--- src/rtl/posit_encoder_pipe_pkg.sv ---
// Shared definitions for the posit packer: width helpers, the unpacked
// operand record and builders for the special posit bit patterns.
package posit_encoder_pipe_pkg;

    // Signed scale width for an n-bit posit with es exponent bits, plus margin bits.
    function automatic int GET_SCALE_WIDTH(input int n, input int es, input int margin);
        return es + $clog2(n) + 1 + margin;
    endfunction

    // Fraction width below the hidden bit, plus extra guard bits.
    function automatic int GET_FRACTION_WIDTH(input int n, input int es, input int guard_bits);
        return n - es - 3 + guard_bits;
    endfunction

    localparam int PKG_POSIT_WIDTH = 16;
    localparam int PKG_POSIT_ES    = 1;
    localparam int PKG_SCALE_WIDTH = GET_SCALE_WIDTH(PKG_POSIT_WIDTH, PKG_POSIT_ES, 1);
    localparam int PKG_FRAC_WIDTH  = GET_FRACTION_WIDTH(PKG_POSIT_WIDTH, PKG_POSIT_ES, 2);

    // Largest representable scale magnitude: (n-2) * 2^es.
    function automatic int get_max_scale(input int n, input int es);
        return (n - 2) << es;
    endfunction

    // NaR: sign bit set, everything else clear (slice to n bits at the use site).
    function automatic logic [63:0] nar_pattern(input int n);
        return 64'd1 << (n - 1);
    endfunction

    // maxpos body: n-1 ones.
    function automatic logic [63:0] maxpos_body(input int n);
        return (64'd1 << (n - 1)) - 64'd1;
    endfunction

    // minpos body: a single one in the LSB.
    function automatic logic [63:0] minpos_body();
        return 64'd1;
    endfunction

    // Unpacked operand as produced by the arithmetic datapath.
    typedef struct packed {
        logic                              sign;
        logic signed [PKG_SCALE_WIDTH-1:0] scale;
        logic [PKG_FRAC_WIDTH-1:0]         frac;
        logic                              sticky;
        logic                              zero;
        logic                              nar;
    } posit_unpacked_t;

endpackage

--- src/rtl/posit_encoder_pipe_if.sv ---
// Valid/ready bundle for the posit packer: unpacked operand in, posit word out.
interface posit_encoder_pipe_if
    import posit_encoder_pipe_pkg::*;
#(
    parameter int POSIT_WIDTH   = PKG_POSIT_WIDTH,
    parameter int SCALE_WIDTH   = PKG_SCALE_WIDTH,
    parameter int FRAC_IN_WIDTH = PKG_FRAC_WIDTH
);
    logic                          in_valid;
    logic                          in_ready;
    logic                          in_sign;
    logic signed [SCALE_WIDTH-1:0] in_scale;
    logic [FRAC_IN_WIDTH-1:0]      in_frac;
    logic                          in_sticky;
    logic                          in_zero;
    logic                          in_nar;
    logic                          out_valid;
    logic                          out_ready;
    logic [POSIT_WIDTH-1:0]        out_posit;

    modport master (
        output in_valid, in_sign, in_scale, in_frac, in_sticky, in_zero, in_nar, out_ready,
        input  in_ready, out_valid, out_posit
    );

    modport slave (
        input  in_valid, in_sign, in_scale, in_frac, in_sticky, in_zero, in_nar, out_ready,
        output in_ready, out_valid, out_posit
    );
endinterface

--- src/rtl/posit_encoder_pipe_round_rne.sv ---
// Body rounding for the posit packer. Macro POSIT_ENC_RNE_EN selects
// round-to-nearest-even; without it the guard/sticky bits are dropped
// (truncation). In both builds the result saturates at maxpos and never
// collapses to zero (minpos instead).
module posit_encoder_pipe_round_rne
    import posit_encoder_pipe_pkg::*;
#(
    parameter int POSIT_WIDTH = PKG_POSIT_WIDTH
) (
    input  logic [POSIT_WIDTH-2:0] body,
    input  logic                   g,
    input  logic                   s,
    output logic [POSIT_WIDTH-2:0] body_rounded
);
    localparam int BW = POSIT_WIDTH - 1;
    localparam logic [63:0]   MAXPOS_W = maxpos_body(POSIT_WIDTH);
    localparam logic [63:0]   MINPOS_W = minpos_body();
    localparam logic [BW-1:0] MAXPOS   = MAXPOS_W[BW-1:0];
    localparam logic [BW-1:0] MINPOS   = MINPOS_W[BW-1:0];

    logic          inc;
    logic [BW:0]   sum;

`ifdef POSIT_ENC_RNE_EN
    // Round up above half, or on an exact half when the body is odd.
    assign inc = g & (body[0] | s);
`else
    logic unused_round_bits;
    assign inc = 1'b0;
    assign unused_round_bits = g ^ s;
`endif

    // Apply the increment, then clamp into [minpos, maxpos].
    always_comb begin
        sum          = {1'b0, body} + {{BW{1'b0}}, inc};
        body_rounded = sum[BW-1:0];
        if (sum[BW]) begin
            body_rounded = MAXPOS;
        end else if (sum[BW-1:0] == '0) begin
            body_rounded = MINPOS;
        end
    end
endmodule

--- src/rtl/posit_encoder_pipe.sv ---
// Three-stage posit packer: clamp/split scale, assemble regime|exp|frac
// into a body with guard and sticky, then round and apply sign/specials.
// Rounding mode is chosen by macro POSIT_ENC_RNE_EN (RNE when defined,
// truncation otherwise). Assumes POSIT_ES >= 1.
module posit_encoder_pipe
    import posit_encoder_pipe_pkg::*;
#(
    parameter int POSIT_WIDTH   = PKG_POSIT_WIDTH,
    parameter int POSIT_ES      = PKG_POSIT_ES,
    parameter int SCALE_WIDTH   = PKG_SCALE_WIDTH,
    parameter int FRAC_IN_WIDTH = PKG_FRAC_WIDTH
) (
    input  logic             clk,
    input  logic             rst,
    posit_encoder_pipe_if.slave bus
);
    localparam int N     = POSIT_WIDTH;
    localparam int BW    = N - 1;
    localparam int MAXSH = N - 1;
    localparam int WF    = MAXSH + 1 + POSIT_ES + FRAC_IN_WIDTH;
    localparam int MAX_SCALE_I = get_max_scale(N, POSIT_ES);
    localparam logic signed [SCALE_WIDTH-1:0] MAX_SCALE_S = SCALE_WIDTH'(MAX_SCALE_I);
    localparam logic signed [SCALE_WIDTH-1:0] MIN_SCALE_S = SCALE_WIDTH'(-MAX_SCALE_I);
    localparam logic [63:0]  NAR_W    = nar_pattern(N);
    localparam logic [N-1:0] NAR_WORD = NAR_W[N-1:0];

    logic en;
    logic live_reg;

    // Stage 1 state
    logic                          s1_valid_reg;
    logic                          s1_sign_reg;
    logic signed [SCALE_WIDTH-1:0] s1_k_reg;
    logic [POSIT_ES-1:0]           s1_e_reg;
    logic [FRAC_IN_WIDTH-1:0]      s1_frac_reg;
    logic                          s1_sticky_reg;
    logic                          s1_zero_reg;
    logic                          s1_nar_reg;
    logic signed [SCALE_WIDTH-1:0] scale_clamped;
    logic [FRAC_IN_WIDTH-1:0]      frac_clamped;
    logic                          sticky_clamped;

    // Stage 2 state
    logic                   s2_valid_reg;
    logic                   s2_sign_reg;
    logic [BW-1:0]          s2_body_reg;
    logic                   s2_g_reg;
    logic                   s2_s_reg;
    logic                   s2_zero_reg;
    logic                   s2_nar_reg;
    logic [SCALE_WIDTH-1:0] sh;
    logic [31:0]            sh32;
    logic [WF-1:0]          init_top;
    logic [WF-1:0]          fill_mask;
    logic [WF-1:0]          field;

    // Stage 3 state
    logic [BW-1:0]  body_rounded;
    logic [N-1:0]   mag;
    logic [N-1:0]   posit_next;
    logic           out_valid_reg;
    logic [N-1:0]   out_posit_reg;

    // Whole pipe moves together; it only stalls when the output is held.
    assign en            = !out_valid_reg || bus.out_ready;
    assign bus.in_ready  = en && live_reg;
    assign bus.out_valid = out_valid_reg;
    assign bus.out_posit = out_posit_reg;

    // Keeps in_ready low until the first clock after reset release.
    always_ff @(posedge clk or posedge rst) begin
        if (rst) begin
            live_reg <= 1'b0;
        end else begin
            live_reg <= 1'b1;
        end
    end

    // Clamp out-of-range scales to +/-maxscale with an exact (zero) fraction.
    always_comb begin
        scale_clamped  = bus.in_scale;
        frac_clamped   = bus.in_frac;
        sticky_clamped = bus.in_sticky;
        if (bus.in_scale > MAX_SCALE_S) begin
            scale_clamped  = MAX_SCALE_S;
            frac_clamped   = '0;
            sticky_clamped = 1'b0;
        end else if (bus.in_scale < MIN_SCALE_S) begin
            scale_clamped  = MIN_SCALE_S;
            frac_clamped   = '0;
            sticky_clamped = 1'b0;
        end
    end

    // Stage 1 register: split the clamped scale into regime k and exponent e.
    always_ff @(posedge clk or posedge rst) begin
        if (rst) begin
            s1_valid_reg  <= 1'b0;
            s1_sign_reg   <= 1'b0;
            s1_k_reg      <= '0;
            s1_e_reg      <= '0;
            s1_frac_reg   <= '0;
            s1_sticky_reg <= 1'b0;
            s1_zero_reg   <= 1'b0;
            s1_nar_reg    <= 1'b0;
        end else if (en) begin
            s1_valid_reg  <= bus.in_valid && live_reg;
            s1_sign_reg   <= bus.in_sign;
            s1_k_reg      <= scale_clamped >>> POSIT_ES;
            s1_e_reg      <= scale_clamped[POSIT_ES-1:0];
            s1_frac_reg   <= frac_clamped;
            s1_sticky_reg <= sticky_clamped;
            s1_zero_reg   <= bus.in_zero;
            s1_nar_reg    <= bus.in_nar;
        end
    end

    // The regime run (all ones for k>=0, all zeros for k<0) fills the top sh bits.
    generate
        for (genvar gi = 0; gi < WF; gi++) begin : g_fill
            assign fill_mask[WF-1-gi] = !s1_k_reg[SCALE_WIDTH-1] && (sh32 > 32'(gi));
        end
    endgenerate

    // Place the regime terminator, e and frac under the run; the field is wide
    // enough that every shifted bit is still seen by the sticky OR.
    always_comb begin
        sh       = s1_k_reg[SCALE_WIDTH-1] ? -s1_k_reg : s1_k_reg + SCALE_WIDTH'(1);
        sh32     = 32'(sh);
        init_top = {s1_k_reg[SCALE_WIDTH-1], s1_e_reg, s1_frac_reg, {MAXSH{1'b0}}};
        field    = (init_top >> sh32) | fill_mask;
    end

    // Stage 2 register: n-1 body bits, guard, and sticky of everything below.
    always_ff @(posedge clk or posedge rst) begin
        if (rst) begin
            s2_valid_reg <= 1'b0;
            s2_sign_reg  <= 1'b0;
            s2_body_reg  <= '0;
            s2_g_reg     <= 1'b0;
            s2_s_reg     <= 1'b0;
            s2_zero_reg  <= 1'b0;
            s2_nar_reg   <= 1'b0;
        end else if (en) begin
            s2_valid_reg <= s1_valid_reg;
            s2_sign_reg  <= s1_sign_reg;
            s2_body_reg  <= field[WF-1 -: BW];
            s2_g_reg     <= field[WF-1-BW];
            s2_s_reg     <= (|field[WF-2-BW:0]) | s1_sticky_reg;
            s2_zero_reg  <= s1_zero_reg;
            s2_nar_reg   <= s1_nar_reg;
        end
    end

    posit_encoder_pipe_round_rne #(
        .POSIT_WIDTH (N)
    ) u_round (
        .body         (s2_body_reg),
        .g            (s2_g_reg),
        .s            (s2_s_reg),
        .body_rounded (body_rounded)
    );

    // Apply sign by two's complement; zero and then NaR override (NaR wins).
    always_comb begin
        mag        = {1'b0, body_rounded};
        posit_next = s2_sign_reg ? -mag : mag;
        if (s2_zero_reg) begin
            posit_next = '0;
        end
        if (s2_nar_reg) begin
            posit_next = NAR_WORD;
        end
    end

    // Output register; holds while the consumer stalls.
    always_ff @(posedge clk or posedge rst) begin
        if (rst) begin
            out_valid_reg <= 1'b0;
            out_posit_reg <= '0;
        end else if (en) begin
            out_valid_reg <= s2_valid_reg;
            if (s2_valid_reg) begin
                out_posit_reg <= posit_next;
            end
        end
    end
endmodule

--- src/flat_wrapper.sv ---
// flat-port wrapper written by rule: the top's interface ports become plain ports
module posit_encoder_pipe_flat import posit_encoder_pipe_pkg::*;
#(
    parameter int POSIT_WIDTH   = PKG_POSIT_WIDTH,
    parameter int POSIT_ES      = PKG_POSIT_ES,
    parameter int SCALE_WIDTH   = PKG_SCALE_WIDTH,
    parameter int FRAC_IN_WIDTH = PKG_FRAC_WIDTH
)
  (clk, rst, bus_in_valid, bus_in_sign, bus_in_scale, bus_in_frac, bus_in_sticky, bus_in_zero, bus_in_nar, bus_out_ready, bus_in_ready, bus_out_valid, bus_out_posit);
  posit_encoder_pipe_if #(.POSIT_WIDTH(POSIT_WIDTH), .SCALE_WIDTH(SCALE_WIDTH), .FRAC_IN_WIDTH(FRAC_IN_WIDTH)) bus_i ();
  input  logic clk;
  input  logic rst;
  input wire logic [$bits(bus_i.in_valid)-1:0] bus_in_valid;
  input wire logic [$bits(bus_i.in_sign)-1:0] bus_in_sign;
  input wire logic [$bits(bus_i.in_scale)-1:0] bus_in_scale;
  input wire logic [$bits(bus_i.in_frac)-1:0] bus_in_frac;
  input wire logic [$bits(bus_i.in_sticky)-1:0] bus_in_sticky;
  input wire logic [$bits(bus_i.in_zero)-1:0] bus_in_zero;
  input wire logic [$bits(bus_i.in_nar)-1:0] bus_in_nar;
  input wire logic [$bits(bus_i.out_ready)-1:0] bus_out_ready;
  output wire logic [$bits(bus_i.in_ready)-1:0] bus_in_ready;
  output wire logic [$bits(bus_i.out_valid)-1:0] bus_out_valid;
  output wire logic [$bits(bus_i.out_posit)-1:0] bus_out_posit;
  assign bus_i.in_valid = bus_in_valid;
  assign bus_i.in_sign = bus_in_sign;
  assign bus_i.in_scale = bus_in_scale;
  assign bus_i.in_frac = bus_in_frac;
  assign bus_i.in_sticky = bus_in_sticky;
  assign bus_i.in_zero = bus_in_zero;
  assign bus_i.in_nar = bus_in_nar;
  assign bus_i.out_ready = bus_out_ready;
  assign bus_in_ready = bus_i.in_ready;
  assign bus_out_valid = bus_i.out_valid;
  assign bus_out_posit = bus_i.out_posit;
  posit_encoder_pipe #(.POSIT_WIDTH(POSIT_WIDTH), .POSIT_ES(POSIT_ES), .SCALE_WIDTH(SCALE_WIDTH), .FRAC_IN_WIDTH(FRAC_IN_WIDTH)) u_core (.clk(clk), .rst(rst), .bus(bus_i));
endmodule
--- config.mk ---
export PLATFORM = sky130hd
export DESIGN_NAME = posit_encoder_pipe_flat
export DESIGN_NICKNAME = d
export VERILOG_FILES = /design/src/rtl/posit_encoder_pipe_pkg.sv /design/src/rtl/posit_encoder_pipe_if.sv /design/src/rtl/posit_encoder_pipe_round_rne.sv /design/src/rtl/posit_encoder_pipe.sv /design/src/flat_wrapper.sv
export SDC_FILE = /design/constraint.sdc
export NUM_CORES = 1
export LEC_CHECK = 0
export ABC_AREA = 1
export CORE_ASPECT_RATIO = 0.7
export CORE_MARGIN = 2
export CORE_UTILIZATION = 62
export DETAILED_ROUTE_END_ITERATION = 12
export PLACE_DENSITY = 0.95
export SLEW_MARGIN = 0
export SYNTH_ARGS = -nofsm -noshare
export SYNTH_HDL_FRONTEND = slang
export SYNTH_HIERARCHICAL = 1
export SYNTH_SLANG_ARGS = --single-unit
--- constraint.sdc ---
create_clock -name clk -period 4.6 [get_ports clk]
set_clock_uncertainty 0.05 [all_clocks]
set_input_delay 0.92 -clock clk [delete_from_list [all_inputs] [get_ports clk]]
set_output_delay 0.92 -clock clk [all_outputs]
set_load 0.05 [all_outputs]
## Word-level counts from Yosys, hierarchy flattened

Cells that the tools add are included.

- Logic and storage cells: 100
- Output and inout port bits: 18
- Bits in registers: 62
- Bits of input ports: 29

- Magnitude comparators: 33
- Shifts and indexed selects: 1
- $add $sub $neg: 3
- Muxes and demuxes: 9
- Bitwise logic cells: 1
- Reduce and logical (&&, ||, !) cells: 38

Operators with widths:

| operator | count |
|---|---|
| $gt 7x5->1 const B | 15 |
| $gt 7x4->1 const B | 8 |
| $mux 16 | 3 |
| $logic_and 1x1->1 | 33 |
| $or 31x31->31 | 1 |
| $shr 31x7->31 | 1 |
| $gt 7x3->1 const B | 4 |
| $mux 14 | 2 |
| $mux 7 | 3 |
| $neg 15->16 | 1 |
| $logic_not 15->1 | 1 |
| $mux 15 | 1 |
| $gt 7x1->1 const B | 2 |
| $gt 7x2->1 const B | 2 |
| $add 6x2->7 const B | 1 |
| $gt 7x6->1 const B | 1 |
| $lt 7x6->1 const B | 1 |
| $neg 6->7 | 1 |
| $logic_not 1->1 | 2 |
| $reduce_and 2->1 | 1 |
| $logic_or 1x1->1 | 1 |

## Logic depth before layout (Yosys ltp)

Gate-level depths: netlist of the first run.

- Depth after elaboration: 6
- Gate-level depth with buffers: 16

## By module

The synthesis of the first run kept the hierarchy.

By module, submodules not included:

| module | times used | cells an instance | seq. area each (um^2) | area an instance (um^2) |
|---|---|---|---|---|
| posit_encoder_pipe | 1 | 654 | 1,626.6 | 4,294.1 |
| posit_encoder_pipe_round_rne | 1 | 31 | 0.0 | 116.4 |

## Worst setup path before layout of the first run

Ideal clock, no wire load.

- Path type: input to output
- From: in bus_out_ready
- To: out bus_in_ready
- Stages on the path: 2
- Setup slack: 1,932 ps
- Required time: 3,630 ps
- Arrival: 1,698 ps
- Cells stage by stage: nor2_1 nor2_1

- Longest elaborated chain between the ends: 2

RTL lines:

| item | line | source |
|---|---|---|
| from (decl) | flat_wrapper.sv:20 | `input wire logic [$bits(bus_i.out_ready)-1:0] bus_out_ready;` |
| $logic_or 1x1->1 | posit_encoder_pipe.sv:65 | `assign en = !out_valid_reg \|\| bus.out_ready;` |
| $logic_and 1x1->1 | posit_encoder_pipe.sv:66 | `assign bus.in_ready = en && live_reg;` |
| to (decl) | flat_wrapper.sv:21 | `output wire logic [$bits(bus_i.in_ready)-1:0] bus_in_ready;` |

Every way passes these cells.

## Final worst setup path of the first run

Ends and elaborated chain as after synthesis.

==> results of run 1 <==
power by group through the flow:
| stage | Combinational (mW) | Clock [mW] | Sequential (mW) |
|---|---|---|---|
| 2_1_floorplan | 0.704 | 0 | 1.03 |
| 3_3_place_gp | 1.14 | 0 | 0.839 |
| 3_5_place_dp | 1.17 | 0 | 0.847 |
| 4_1_cts | 1.18 | 0.566 | 0.840 |
| 5_1_grt | 1.31 | 0.590 | 0.868 |
| 6_report | 1.19 | 0.552 | 0.844 |
stage by stage:
stage                     power (mW)  setup WS [ns]  utilization (%)  hold slack [ns]  instance area, sq um
after floorplan                 1.73           1.93                -            0.399                  3800
final                           2.58           1.21             75.7            0.434                  4400
after global routing            2.77           1.15             75.7            0.474                  4400
after global placement          1.98           1.28             71.7            0.416                  4170
after CTS                       2.58           1.21             75.7            0.434                  4400
after detailed placement        2.01           1.22             71.7            0.414                  4170
critical path, stage by stage:
cell             delay (ns)
clkdlybuf4s50_1        0.47
nor2_1                 0.06
nor2_1                 0.14
clkdlybuf4s50_1        0.83
layer usage:
| layer | share of wire (%) | global-route usage, % |
|---|---|---|
| met2 | 46 | 47.0 |
| met3 | 7.5 | 7.56 |
| met5 | 0 | 0 |
| met1 | 45 | 39.3 |
| met4 | 0.82 | 6.79 |
placed cells by master (no fill, tap or decap), types with 2 or more instances in the layout:
master and instances:
nand2_1 159, nand2_2 4, nand3_1 77, clkdlybuf4s50_1 44, o21ai_1 3, inv_1 54
inv_6 3, clkbuf_8 9, buf_4 4, inv_2 5, o22ai_1 4, a31oi_1 7
ha_1 4, nor3_1 9, o211ai_1 2, o21ai_0 54, a22o_1 2, nor2_1 36
bufinv_16 2, a21oi_1 21, dfrtp_1 61, o31ai_1 2
final timing paths:
path,depth (start not counted),to
min in group asynchronous,2,u_core/s1_nar_reg
worst min-delay path,2,u_core/bus.out_posit[14]
max in group asynchronous,3,u_core/s2_body_reg[3]
worst min register to register,2,u_core/bus.out_posit[14]
worst max-delay path,4,bus_in_ready
worst max register to register,10,u_core/s2_body_reg[3]
area by class of cell:
| class | count | area share [%] |
|---|---|---|
| Clock buffer | 9 | 2.82 |
| Clock inverter | 7 | 2.39 |
| Inverter | 59 | 5.04 |
| Multi-Input combinational cell | 399 | 42.2 |
| Sequential cell | 61 | 34.7 |
| Tap cell | 75 | 2.13 |
| Timing Repair Buffer | 48 | 10.7 |
==> impl_metrics.yaml, run 1 <==
placement:
  gp_congestion: 0.952
  dp_cells: 642
  portBuffers: 44
  post-dp-hpwl_um: 6400
timing:
  min_period_ns: 3.39
  fin_crit_sh_pct: 73.6
  hold_viol: 0
  max_freq_mhz: 295
  setup_tns_ns: 0
  tightest_slew_ns: 0.635
  finalMaxSlewViolations: 0
  setup_viol: 0
  slew_headroom_pct: 57.6
  rsz0062_at_grt: "no"
route:
  viasPerCell: 5.77
  ant_nets: 0
  vias: 3796
  post_drt_wl_per_cell_um: 14.0
  first_iter_violations: 505
  finalWirelength_um: 9180
  drc_errors: 0
  drt-pass1-iter-count: 7
floorplanning:
  die_w_um: 97.6
  die_area_sq_um: 6780
  initial_utilization_pct: 65.4
  placementRows: 23
  io_pins: 47
  core_sq_um: 5810
  die_y_um: 69.5
global_route:
  grt_pass1_vias: 3541
  grt_pass1_wl_um: 16100
  grt_max_degree: 36
  antenna_found_initial: 0
  grt_overflow_total: 0
  grt_usage_pct: 28.9
power_and_ir_drop:
  powerDensity_nw_per_um2: 588
  switchingPower_mw: 1.18
  switching_share_pct: 45.8
  internal_power_mw: 1.40
  seqPwrFrac_pct: 32.6
  p_comb_share_pct: 46.0
  clkPwrFrac_pct: 21.4
  vdd_drop_max_mv: 0.291
  power_leakage_nw: 2.12
clock_network:
  cts_tree: "built"
  postCtsSetupBuffers: 0
  cts_made_buffers: 9
  cts.clk_slew.worst_paths_ns: 0.07
  ctsHoldBuffers: 0
  cts_resized: 0
  cts_buffer_depth: 2
  clk_latency_ns: 0.34
  clock_sinks: 61
  cts_max_level: 3
  cts_root_buf: "clkbuf_8"
layout:
  diodes: 0
  areaGrowthSynthToFinish_pct: 15.7
  multiInputGateArea_sq_um: 1860
  finalNetCount: 611
  largest_reg_flops: 16
  fin_cells: 658
  seq_area_sq_um: 1530
  drive_gt1_share_pct: 5.83
  fillCellCount: 440
critical_path:
  cp-end-kind: "output pin"
  r2r_setup_slack_ns: 1.79
  cp.required_ns: 3.63
  path_class: "in -> out"
  crit_arrival_ns: 2.42
  path_max_fanout: 2
  r2r-start: "u_core/s1_k_reg[5]"
  crit_start: "bus_out_ready"
  cp-start-kind: "input pin"
worst_hold_path:
  min_from: "u_core/bus.out_posit[14]"
  min_path_type: "reg -> reg"
synth:
  netlist_area_sq_um: 3800
  synth_cells: 564
  avgSynthCellArea_sq_um: 6.74
  syn_nets: 597
  synth_warnings: 6
job:
  maxCapViolCount: 0
outcome:
  outcome: "complete, no violations"
(Power assumes the default switching activity.)
==> inputs of run 2 (changes only) <==
--- a/config.mk
+++ b/config.mk
@@ -8,9 +8,9 @@
 export ABC_AREA = 1
 export CORE_ASPECT_RATIO = 0.7
 export CORE_MARGIN = 2
-export CORE_UTILIZATION = 62
+export CORE_UTILIZATION = 52
 export DETAILED_ROUTE_END_ITERATION = 12
-export PLACE_DENSITY = 0.95
+export PLACE_DENSITY = 0.88
 export SLEW_MARGIN = 0
 export SYNTH_ARGS = -nofsm -noshare
 export SYNTH_HDL_FRONTEND = slang
==> constraint.sdc (replaced) <==
create_clock -name clk -period 2.9 [get_ports clk]
set_clock_uncertainty 0.05 [all_clocks]
set_input_delay 0.58 -clock clk [delete_from_list [all_inputs] [get_ports clk]]
set_output_delay 0.58 -clock clk [all_outputs]
set_load 0.05 [all_outputs]
==> run 2 against run 1 <==
Core utilization shrank 13 points. Sequential power grew 59%. Hold slack lost 0.0026 ns. Critical path depth grew 12. Combinational power grew 62%. Non-clock buffer count grew 8. Highest routed layer unchanged.
==> impl_metrics.yaml, run 2 (same netlist as run 1, synthesis figures left out) <==
job:
  maxCapViolCount: 0
power_and_ir_drop:
  power_mw: 4.03
  power_leakage_nw: 2.14
  vdd_drop_max_mv: 0.439
  p_comb_share_pct: 48.0
  switchingPower_mw: 1.88
  powerDensity_nw_per_um2: 901
  switching_share_pct: 46.7
  internal_power_mw: 2.15
  clkPwrFrac_pct: 18.9
  seqPwrFrac_pct: 33.1
placement:
  gp_congestion: 0.886
  dp_slack_ns: 0.262
  portBuffers: 44
  post-dp-hpwl_um: 6700
global_route:
  grt_usage_pct: 23.7
  antenna_found_initial: 0
  grt_pass1_wl_um: 15100
  grt_max_degree: 36
  grt_pass1_vias: 3451
  grt_overflow_total: 0
timing:
  fin_ws_ns: 0.281
  setup_tns_ns: 0
  slew_headroom_pct: 59.4
  hold_viol: 0
  tightest_slew_ns: 0.608
  max_freq_mhz: 382
  fin_crit_sh_pct: 90.3
  min_period_ns: 2.62
  setup_viol: 0
  finalMaxSlewViolations: 0
  rsz0062_at_grt: "no"
layout:
  post-route-util_pct: 62.2
  final_cell_mix: "159 x nand2_1, 77 x nand3_1, 61 x dfrtp_1"
  layout_commonest_cell: "nand2_1"
  areaGrowthSynthToFinish_pct: 17.7
  diodes: 0
  finalNetCount: 619
  largest_reg_flops: 16
  drive_gt1_share_pct: 7.45
floorplanning:
  placementRows: 26
  die_w_um: 106
  die_area_sq_um: 8020
  initial_utilization_pct: 52.9
  die_y_um: 75.5
  core_sq_um: 7190
  io_pins: 47
route:
  finalWirelength_um: 9350
  viasPerCell: 5.59
  drc_errors: 0
  drt-pass1-iter-count: 5
  vias: 3851
  ant_nets: 0
  first_iter_violations: 424
  post_drt_wl_per_cell_um: 13.6
clock_network:
  cts_root_buf: "clkbuf_8"
  cts_made_buffers: 9
  cts_tree: "built"
  ctsHoldBuffers: 0
  clock_sinks: 61
  clk_latency_ns: 0.34
  postCtsSetupBuffers: 0
  cts_buffer_depth: 2
  cts_max_level: 3
  cts.clk_slew.worst_paths_ns: 0.07
  cts_resized: 0
critical_path:
  crit_start: "u_core/s2_body_reg[8]"
  crit_arrival_ns: 2.80
  cp-start-kind: "register"
  worst_path_most_repeated_cell: "nand2_1"
  path_max_fanout: 6
  cpMaxStageDelayCell: "dfrtp_1"
  path_cells: "nor2_1 > nand2_1 > nor2_1 > nand2_1 > nand2_1 > inv_1 > ha_1 > nand3_1 > nor3_1 > nand3_1 > nor3_2 > nand3_1 > nand2_1 > a21oi_1 > o21ai_0 > nand2_1"
  endpoint: "u_core/bus.out_posit[14]"
  cp-end-kind: "register"
  r2r.worst_path.cells: 16
  cp.required_ns: 3.08
  reg2reg_to: "u_core/bus.out_posit[14]"
  r2r-start: "u_core/s2_body_reg[8]"
  max_stage_delay_ns: 0.46
  r2r_setup_slack_ns: 0.28
  path_class: "reg -> reg"
outcome:
  outcome: "complete, no violations"
worst_hold_path:
  min_path_type: "reg -> reg"
run 2: cell count changes in the layout (fill, tap and decap cells not counted), sizes merged:
cell,delta
clkinvlp,+1
buf,+9
bufinv,-1
inv,-4
clkinv,+4
clkdlybuf4s50,-1
run 2: power groups by stage:
stage                     combinational [mW]  sequential, mW  clock, mW
after floorplan                         1.12            1.64          0
after global placement                  1.85            1.32          0
after detailed placement                1.90            1.34          0
after CTS                               1.91            1.33      0.782
after global routing                    2.12            1.37      0.818
final                                   1.93            1.34      0.761
run 2: worst min-delay path by stage:
stage	start	slack (ns)	end	cells after the start
3_3_place_gp	u_core/s2_valid_reg	0.41	u_core/bus.out_valid	2
2_1_floorplan	u_core/s2_valid_reg	0.40	u_core/bus.out_valid	2
5_1_grt	u_core/bus.out_posit[9]	0.47	u_core/bus.out_posit[9]	2
6_report	u_core/bus.out_posit[14]	0.43	u_core/bus.out_posit[14]	2
4_1_cts	u_core/bus.out_posit[14]	0.44	u_core/bus.out_posit[14]	2
3_5_place_dp	u_core/bus.out_posit[14]	0.42	u_core/bus.out_posit[14]	2
run 2: final cells by class:
| class | instances | area, sq um |
|---|---|---|
| Clock buffer | 9 | 124 |
| Inverter | 59 | 221 |
| Timing Repair Buffer | 56 | 541 |
| Clock inverter | 7 | 76.3 |
| Fill cell | 632 | 2720 |
| Sequential cell | 61 | 1530 |
| Tap cell | 98 | 123 |
| Multi-Input combinational cell | 399 | 1860 |
run 2: layer usage:
layer / vias to the layer above / wire, um / track usage, %
li1: 1870 / - / -
met1: 1788 / 4260 / 30.9
met2: 170 / 4320 / 40.2
met3: 23 / 631 / 5.90
met4: 0 / 133 / 6.73
met5: - / 0 / 0
run 2: metrics by stage:
| step | hold WS [ns] | std cells | cell area, sq um |
|---|---|---|---|
| after global routing | 0.466 | 689 | 4470 |
| final | 0.432 | 689 | 4470 |
| after CTS | 0.436 | 689 | 4470 |
| after global placement | 0.410 | 673 | 4270 |
| after floorplan | 0.399 | 564 | 3800 |
| after detailed placement | 0.417 | 673 | 4270 |
run 2: worst max-delay path: cells and delay by family, from the launching register on:
kind                     cells  cell delay [ns]
AO/OA/AOI/OAI                2             0.18
flip-flops                   1             0.46
adder cells (fa/ha/maj)      1             0.18
buffers and inverters        1             0.09
AND/OR/NAND/NOR             12             1.55
